<file path="config.mk">
export PLATFORM = sky130hd
export DESIGN_NAME = mem_port_ctrl
export DESIGN_NICKNAME = d
export VERILOG_FILES = /design/src/rtl/mem_port_pkg.sv /design/src/rtl/mp_wait_timer.sv /design/src/rtl/mem_port_ctrl.sv
export SDC_FILE = /design/constraint.sdc
export NUM_CORES = 1
export LEC_CHECK = 0
export ABC_AREA = 1
export CAP_MARGIN = 20
export CORE_MARGIN = 1
export CORE_UTILIZATION = 46
export DETAILED_ROUTE_END_ITERATION = 7
export GPL_TIMING_DRIVEN = 0
export MAX_ROUTING_LAYER = met4
export PLACE_DENSITY = 0.85
export SLEW_MARGIN = 15
export SYNTH_ARGS = -nofsm -noshare
export SYNTH_HDL_FRONTEND = slang
export SYNTH_HIERARCHICAL = 1
export SYNTH_SLANG_ARGS = --single-unit
</file>
<file path="constraint.sdc">
create_clock -name clk -period 4.5 [get_ports clk]
set_input_delay 1.35 -clock clk [delete_from_list [all_inputs] [get_ports clk]]
set_output_delay 1.35 -clock clk [all_outputs]
set_load 0.02 [all_outputs]
</file>
<file path="src/rtl/mem_port_pkg.sv">
// Shared types and width helpers for the memory-port controller.
package mem_port_pkg;

  typedef enum logic [2:0] {IDLE, REQ, WAIT_RSP, DONE, ERR} mp_state_t;

  function automatic int be_w(input int dw);
    return dw / 8;
  endfunction

  function automatic int cnt_w(input int timeout);
    return $clog2(timeout + 1);
  endfunction

endpackage

</file>
<file path="src/rtl/mp_wait_timer.sv">
// Wait-cycle counter: clear, increment, saturate at TIMEOUT; latency 0 (expired is combinational).
// No backpressure; expired flags that the current wait cycle is the last one allowed.
module mp_wait_timer
  import mem_port_pkg::*;
#(
  parameter int TIMEOUT = 255
) (
  input  logic clk,
  input  logic reset,
  input  logic clr,
  input  logic inc,
  output logic expired
);

  localparam int            CW   = cnt_w(TIMEOUT);
  localparam logic [CW-1:0] LAST = CW'(TIMEOUT - 1);
  localparam logic [CW-1:0] MAXV = CW'(TIMEOUT);

  logic [CW-1:0] cnt;

  always_ff @(posedge clk) begin
    if (!reset) begin
      cnt <= '0;
    end else if (clr) begin
      cnt <= '0;
    end else if (inc && (cnt != MAXV)) begin
      cnt <= cnt + 1'b1;
    end
  end

  // Expiry is judged before the increment so that exactly TIMEOUT wait cycles are spent.
  assign expired = (cnt >= LAST);

endmodule

</file>
<file path="src/rtl/mem_port_ctrl.sv">
// Core-to-memory port: owns instr/mdr, read min 4 cycles, write min 3 cycles req-to-DONE.
// Core stalls while an access is in flight; memory backpressure via m_ready holds REQ.
module mem_port_ctrl
  import mem_port_pkg::*;
#(
  parameter int            AW       = 32,
  parameter int            DW       = 32,
  parameter int            TIMEOUT  = 255,
  parameter logic [DW-1:0] IR_RESET = '0
) (
  input  logic                  clk,
  input  logic                  reset,
  input  logic                  core_req,
  input  logic                  core_we,
  input  logic                  core_isfetch,
  input  logic [AW-1:0]         core_adr,
  input  logic [DW-1:0]         core_wdata,
  input  logic [be_w(DW)-1:0]   core_be,
  output logic                  core_stall,
  output logic [DW-1:0]         instr,
  output logic [DW-1:0]         mdr,
  output logic                  bus_err,
  output logic                  m_valid,
  input  logic                  m_ready,
  output logic                  m_we,
  output logic [AW-1:0]         m_adr,
  output logic [DW-1:0]         m_wdata,
  output logic [be_w(DW)-1:0]   m_be,
  input  logic                  m_rvalid,
  input  logic [DW-1:0]         m_rdata
);

  mp_state_t             state, state_nxt;
  logic                  lat_en, cap, t_clr, t_inc, t_exp;
  logic                  we_q, isf_q;
  logic [AW-1:0]         adr_q;
  logic [DW-1:0]         wdata_q;
  logic [be_w(DW)-1:0]   be_q;

  mp_wait_timer #(.TIMEOUT(TIMEOUT)) u_timer (
    .clk     (clk),
    .reset   (reset),
    .clr     (t_clr),
    .inc     (t_inc),
    .expired (t_exp)
  );

  always_ff @(posedge clk) begin
    if (!reset) state <= IDLE;
    else        state <= state_nxt;
  end

  always_ff @(posedge clk) begin
    if (!reset) begin
      we_q    <= 1'b0;
      isf_q   <= 1'b0;
      adr_q   <= '0;
      wdata_q <= '0;
      be_q    <= '0;
    end else if (lat_en) begin
      we_q    <= core_we;
      isf_q   <= core_isfetch;
      adr_q   <= core_adr;
      wdata_q <= core_wdata;
      be_q    <= core_be;
    end
  end

  // Whole-word capture; byte enables only qualify writes on the memory side.
  always_ff @(posedge clk) begin
    if (!reset)            instr <= IR_RESET;
    else if (cap && isf_q) instr <= m_rdata;
  end

  always_ff @(posedge clk) begin
    if (!reset)             mdr <= '0;
    else if (cap && !isf_q) mdr <= m_rdata;
  end

  always_comb begin
    state_nxt = state;
    lat_en    = 1'b0;
    cap       = 1'b0;
    t_clr     = 1'b0;
    t_inc     = 1'b0;
    m_valid   = 1'b0;
    case (state)
      IDLE: begin
        t_clr = 1'b1;
        if (core_req) begin
          lat_en    = 1'b1;
          state_nxt = REQ;
        end
      end
      REQ: begin
        m_valid = 1'b1;
        if (m_ready) begin
          t_clr     = 1'b1;
          state_nxt = we_q ? DONE : WAIT_RSP;
        end else begin
          t_inc = 1'b1;
          if (t_exp) state_nxt = ERR;
        end
      end
      WAIT_RSP: begin
        if (m_rvalid) begin
          cap       = 1'b1;
          state_nxt = DONE;
        end else begin
          t_inc = 1'b1;
          if (t_exp) state_nxt = ERR;
        end
      end
      DONE:    state_nxt = IDLE;
      ERR:     state_nxt = ERR;
      default: state_nxt = IDLE;
    endcase
  end

  assign core_stall = ((state == IDLE) && core_req) || (state == REQ) ||
                      (state == WAIT_RSP) || (state == ERR);
  assign bus_err    = (state == ERR);
  assign m_we       = we_q;
  assign m_adr      = adr_q;
  assign m_wdata    = wdata_q;
  assign m_be       = be_q;

endmodule

</file>
# After elaboration in Yosys (flattened, before gate mapping)
# Cells that the tools add are included.
# word_totals
reg_bits	145
inputBits	107
output_inout_bits	136
wordCells	43
# op_classes
n_addsub	1
order_cmp	1
n_eq_ne	5
n_mux	16
n_bitwise	1
reduce_logical	10
# ops
operator	count
$mux 3	4
$pmux 3 s4	1
$mux 1	9
$add 8x1->8 const B	1
$ge 8x8->1 const B	1
$ne 8x8->1 const B	1
$logic_and 1x1->1	4
$pmux 1 s2	2
$eq 3x1->1 const B	1
$eq 3x2->1 const B	1
$eq 3x3->1 const B	1
$logic_not 3->1	1
$logic_or 1x1->1	3
$ne 2x2->1 const B	1
$reduce_or 2->1	1
$logic_not 1->1	1
$not 1->1	1

# Logic depth before layout (Yosys ltp)
# Gate-level depths: netlist of the first run.
# depth
word_depth	5
mapped_depth	9
depth_no_buf	9

# By module
# The synthesis of the first run kept the hierarchy.
# by_module_without_submodules
mod	n_inst	cells_per_inst	area_per_inst_um2	seq_area_each_um2
mem_port_ctrl	1	753	5446.5	2742.6
mp_wait_timer	1	71	461.7	160.2

# Worst setup path before layout of the first run
# No wires, ideal clock.
# synth_timing
path_kind	input port to output port
startpoint	input core_req
endpoint	output core_stall
arrival_time_ns	1.961
required_time_ns	3.150
path_slack_ns	1.189
stages	4
path_cell_list	nand3_4 > buf_6 > buf_6 > o2111ai_1
# synth_between
elab_chain_len	4
# synth_rtl
element	line_no	text
from (decl)	mem_port_ctrl.sv:13	input logic core_req,
$logic_and 1x1->1	mem_port_ctrl.sv:120	assign core_stall = ((state == IDLE) && core_req) || (state == REQ) ||
$logic_or 1x1->1 (2 in a row)	mem_port_ctrl.sv:120	
$logic_or 1x1->1	mem_port_ctrl.sv:121	(state == WAIT_RSP) || (state == ERR);
to (decl)	mem_port_ctrl.sv:19	output logic core_stall,
# No other way between the ends.

# Final worst setup path of the first run
# Same ends and word-level chain as after synthesis.

==> results of run 1 <==
[state kept, by name (all words and copies together), names as in the netlist]
signal / flops
instr: 32
m_adr: 32
m_wdata: 32
mdr: 32
u_timer/cnt: 8
m_be: 4
state: 3
isf_q: 1
m_we: 1
[layout make-up]
type,count,area share
plain buffers,43,0.0322
clock buffers,23,0.0521
clock inverters,9,0.0168
inverters,155,0.0634
multi-input cells,481,0.232
flip-flops and latches,145,0.316
well taps,172,0.0234
repair buffers,242,0.264
[cell usage after synthesis, types with 3 or more instances]
cell type,n
nand3_1,9
dfxtp_1,145
nor2_1,144
nor2_2,3
a21oi_1,76
nand2_1,158
inv_1,155
o21ai_0,53
o21ai_1,20
buf_6,16
clkbuf_1,18
buf_2,8
[report_power, final]
| group | total, uW | switching [uW] | internal (uW) |
|---|---|---|---|
| registers | 1460 | 63.0 | 1400 |
| logic | 843 | 450 | 393 |
| clock network | 1500 | 533 | 971 |
[what timing repair did]
| action | CTS | global route |
|---|---|---|
| resized for setup | 0 | 1 |
| endpoints found under the setup margin | 0 | 1 |
| buffers inserted | 0 | 0 |
| hold buffers | 0 | 0 |
[metal layers]
metal | track usage | wire length, microns | up-vias
li1 | - | - | 3008
met1 | 0.283 | 6780 | 2639
met2 | 0.438 | 8490 | 220
met3 | 0.0886 | 1250 | 31
met4 | 0.122 | 386 | 0
met5 | - | 0 | -
[critical path, stage by stage]
cell and delay [ps]:
clkdlybuf4s50_1 530, nand3_4 140, buf_6 200, buf_6 150
o2111ai_1 70, dlymetal6s2s_1 280
[cell families (layout without fill, tap and decap cells)]
family,Yosys count,in the layout,share of synthesized area
AND/OR/NAND/NOR,326,326,0.224
AO/OA/AOI/OAI,151,151,0.129
buffers and inverters,198,472,0.148
flip-flops,145,145,0.491
XOR/XNOR,2,2,0.00297
adder cells (fa/ha/maj),2,2,0.00423
[cell usage in the layout (no fill, tap or decap), types with 2 or more instances in the layout]
cell,Yosys,routed
buf_2,8,8
ha_1,2,2
inv_1,155,155
clkbuf_1,18,21
clkbuf_8,0,3
nand2_1,158,158
nor2_1,144,144
nand2_2,2,2
nand4_4,2,2
nor2_2,3,3
clkdlybuf4s50_1,0,241
clkinvlp_4,0,2
clkbuf_16,0,17
nand3_1,9,9
o21ai_1,20,20
nand4_1,2,2
dfxtp_1,145,145
o21ai_0,53,53
bufinv_16,0,4
nor2_4,2,2
buf_6,16,16
a21oi_1,76,76
clkinv_2,0,2
[worst max path at each step]
stage / start / to / slack [ps] / depth (start not counted)
floorplan: core_req / core_stall / 1190 / 4
global placement: core_req / core_stall / 9 / 6
detailed placement: core_req / core_stall / 10 / 6
CTS: core_req / core_stall / 10 / 6
global route: core_req / core_stall / 350 / 6
finish: core_req / core_stall / 430 / 6
[through the flow]
stage | hold slack (ps) | setup slack, ps | instance area (sq um) | utilization | total power, uW
6_report | 443 | 425 | 9180 | 0.730 | 3810
5_1_grt | 457 | 354 | 9180 | 0.730 | 3970
4_1_cts | 444 | 11.1 | 9180 | 0.730 | 3830
3_5_place_dp | 435 | 9.74 | 8550 | 0.680 | 2330
3_3_place_gp | 431 | 9.42 | 8550 | 0.680 | 2320
2_1_floorplan | 475 | 1190 | 5910 | - | 1910
==> summary.txt, run 1 <==
Run status
  • Status: completed

Timing
  • Tmin final: 4070 ps
  • Endpoints failing hold: 0
  • Fmax: 245 MHz
  • Max-slew headroom: 0.644
  • Unrepaired setup endpoints after global routing: false
  • Total negative slack: 0 ps
  • Final setup vio count: 0
  • Max Slew Vio Count: 0
  • Worst clock skew: 10.4 ps
  • Fin crit share: 0.905
  • Worst Max-Slew Pin Slew: 534 ps

Logic synthesis
  • FFs w/ async S/R, synth: 0
  • Register area share after synthesis: 0.491
  • Area leader, netlist: dfxtp_1
  • Synth Area per Inst: around 7.2 sq um
  • Syn Nets: 933
  • #FFs+latches synth: 145
  • Synth Instances: 824
  • Post-synth EDFFs: 0
  • Post-Syn Area: between 0.005 and 0.006 sq mm
  • Top cells by area, synth: dfxtp_1 (49%), nand2_1 (10%), inv_1 (9.8%)
  • Synth cell types: 26
  • Main synth FF type: dfxtp_1
  • YS warnings: 6
  • Yosys top cell area share: 0.491

Die
  • Rows: 41
  • Boundary pin count: 243
  • Initial Utilization: 0.470
  • Die area: 0.0133 sq mm
  • Core box area: 0.0126 sq mm
  • Die width: 115 microns
  • DIE HEIGHT: 115 microns

Layout
  • Area growth syn-to-layout: 55.4%
  • Share of cells above drive strength 1: 0.0592
  • Post-layout nets: approximately 1200
  • Antenna cell count: 0
  • Area of the multi-input gates: 0.00213 sq mm
  • # fillers: 961
  • Register area: just under 0.003 sq mm
  • Post-Layout Cell Count: 1270

Detailed routing
  • Vias: 5898
  • Routed Antenna Nets: 0
  • Wire per inst: approximately 13 microns
  • Drt initial violations: roughly 330
  • Final wirelength: around 17 mm
  • Number of remaining DRC errors: 0
  • First-pass DRT Iterations: 7
  • Vias per std cell: 4.64

Worst setup path
  • Setup CP Type: input port to output pin
  • RR Startpoint: state[1]
  • Critical Path Start Type: input port
  • Reg2reg end: u_timer/cnt[6]
  • Register-to-Register Setup Slack: about 2900 ps
  • Maximum fanout along the worst path: 10
  • Crit path DAT: 2720 ps
  • R2R depth: 9
  • Crit path capture type: output pin
  • Critical path required time: 3150 ps

Clock tree
  • CTS H-tree depth: 4
  • CTS clk-pin slew, worst paths: 60 ps
  • Clk sinks: 145
  • Clk buf depth: 2
  • Worst skew pair latency: 420 ps
  • Total clock buffers created by CTS: 17
  • CTS Root Cell: clkbuf_16
  • CTS tree: done

Global route
  • Largest net degree at the start of global routing: 17
  • First-pass GRT wire length: 25.9 mm
  • Global route overflow: 0
  • GRT Util Overall: 0.264
  • Vias in the first global route: approximately 5400
  • Initial antenna violation count: 0

Power
  • VDD IR max: 0.252 mV
  • Pwr per Cell Area: a little over 400 mW/mm^2
  • Leak Pwr: 0.00408 uW

Hold path
  • Min-delay src: m_wdata[4]
  • Hold Path Cell Cnt: 2
  • Hold Crit Endpoint: m_wdata[4]
  • Worst hold-check path type: register to register

Placed design
  • RePlAce Congestion: 0.808
  • DP Wirelength: 12.1 mm
  • Placed instance count: between 1000 and 1500
  • IO Port Bufs: ~240

Run
  • Max_cap viols: 0
Power figures use the tool's default switching activity.
==> run 2, diff against run 1 <==
--- a/config.mk
+++ b/config.mk
@@ -6,9 +6,9 @@
 export NUM_CORES = 1
 export LEC_CHECK = 0
 export ABC_AREA = 1
-export CAP_MARGIN = 20
 export CORE_MARGIN = 1
 export CORE_UTILIZATION = 46
+export CTS_CLUSTER_SIZE = 24
 export DETAILED_ROUTE_END_ITERATION = 7
 export GPL_TIMING_DRIVEN = 0
 export MAX_ROUTING_LAYER = met4
==> results of run 2 <==
The final DEF is identical to that of run 1; final timing and power are the same.
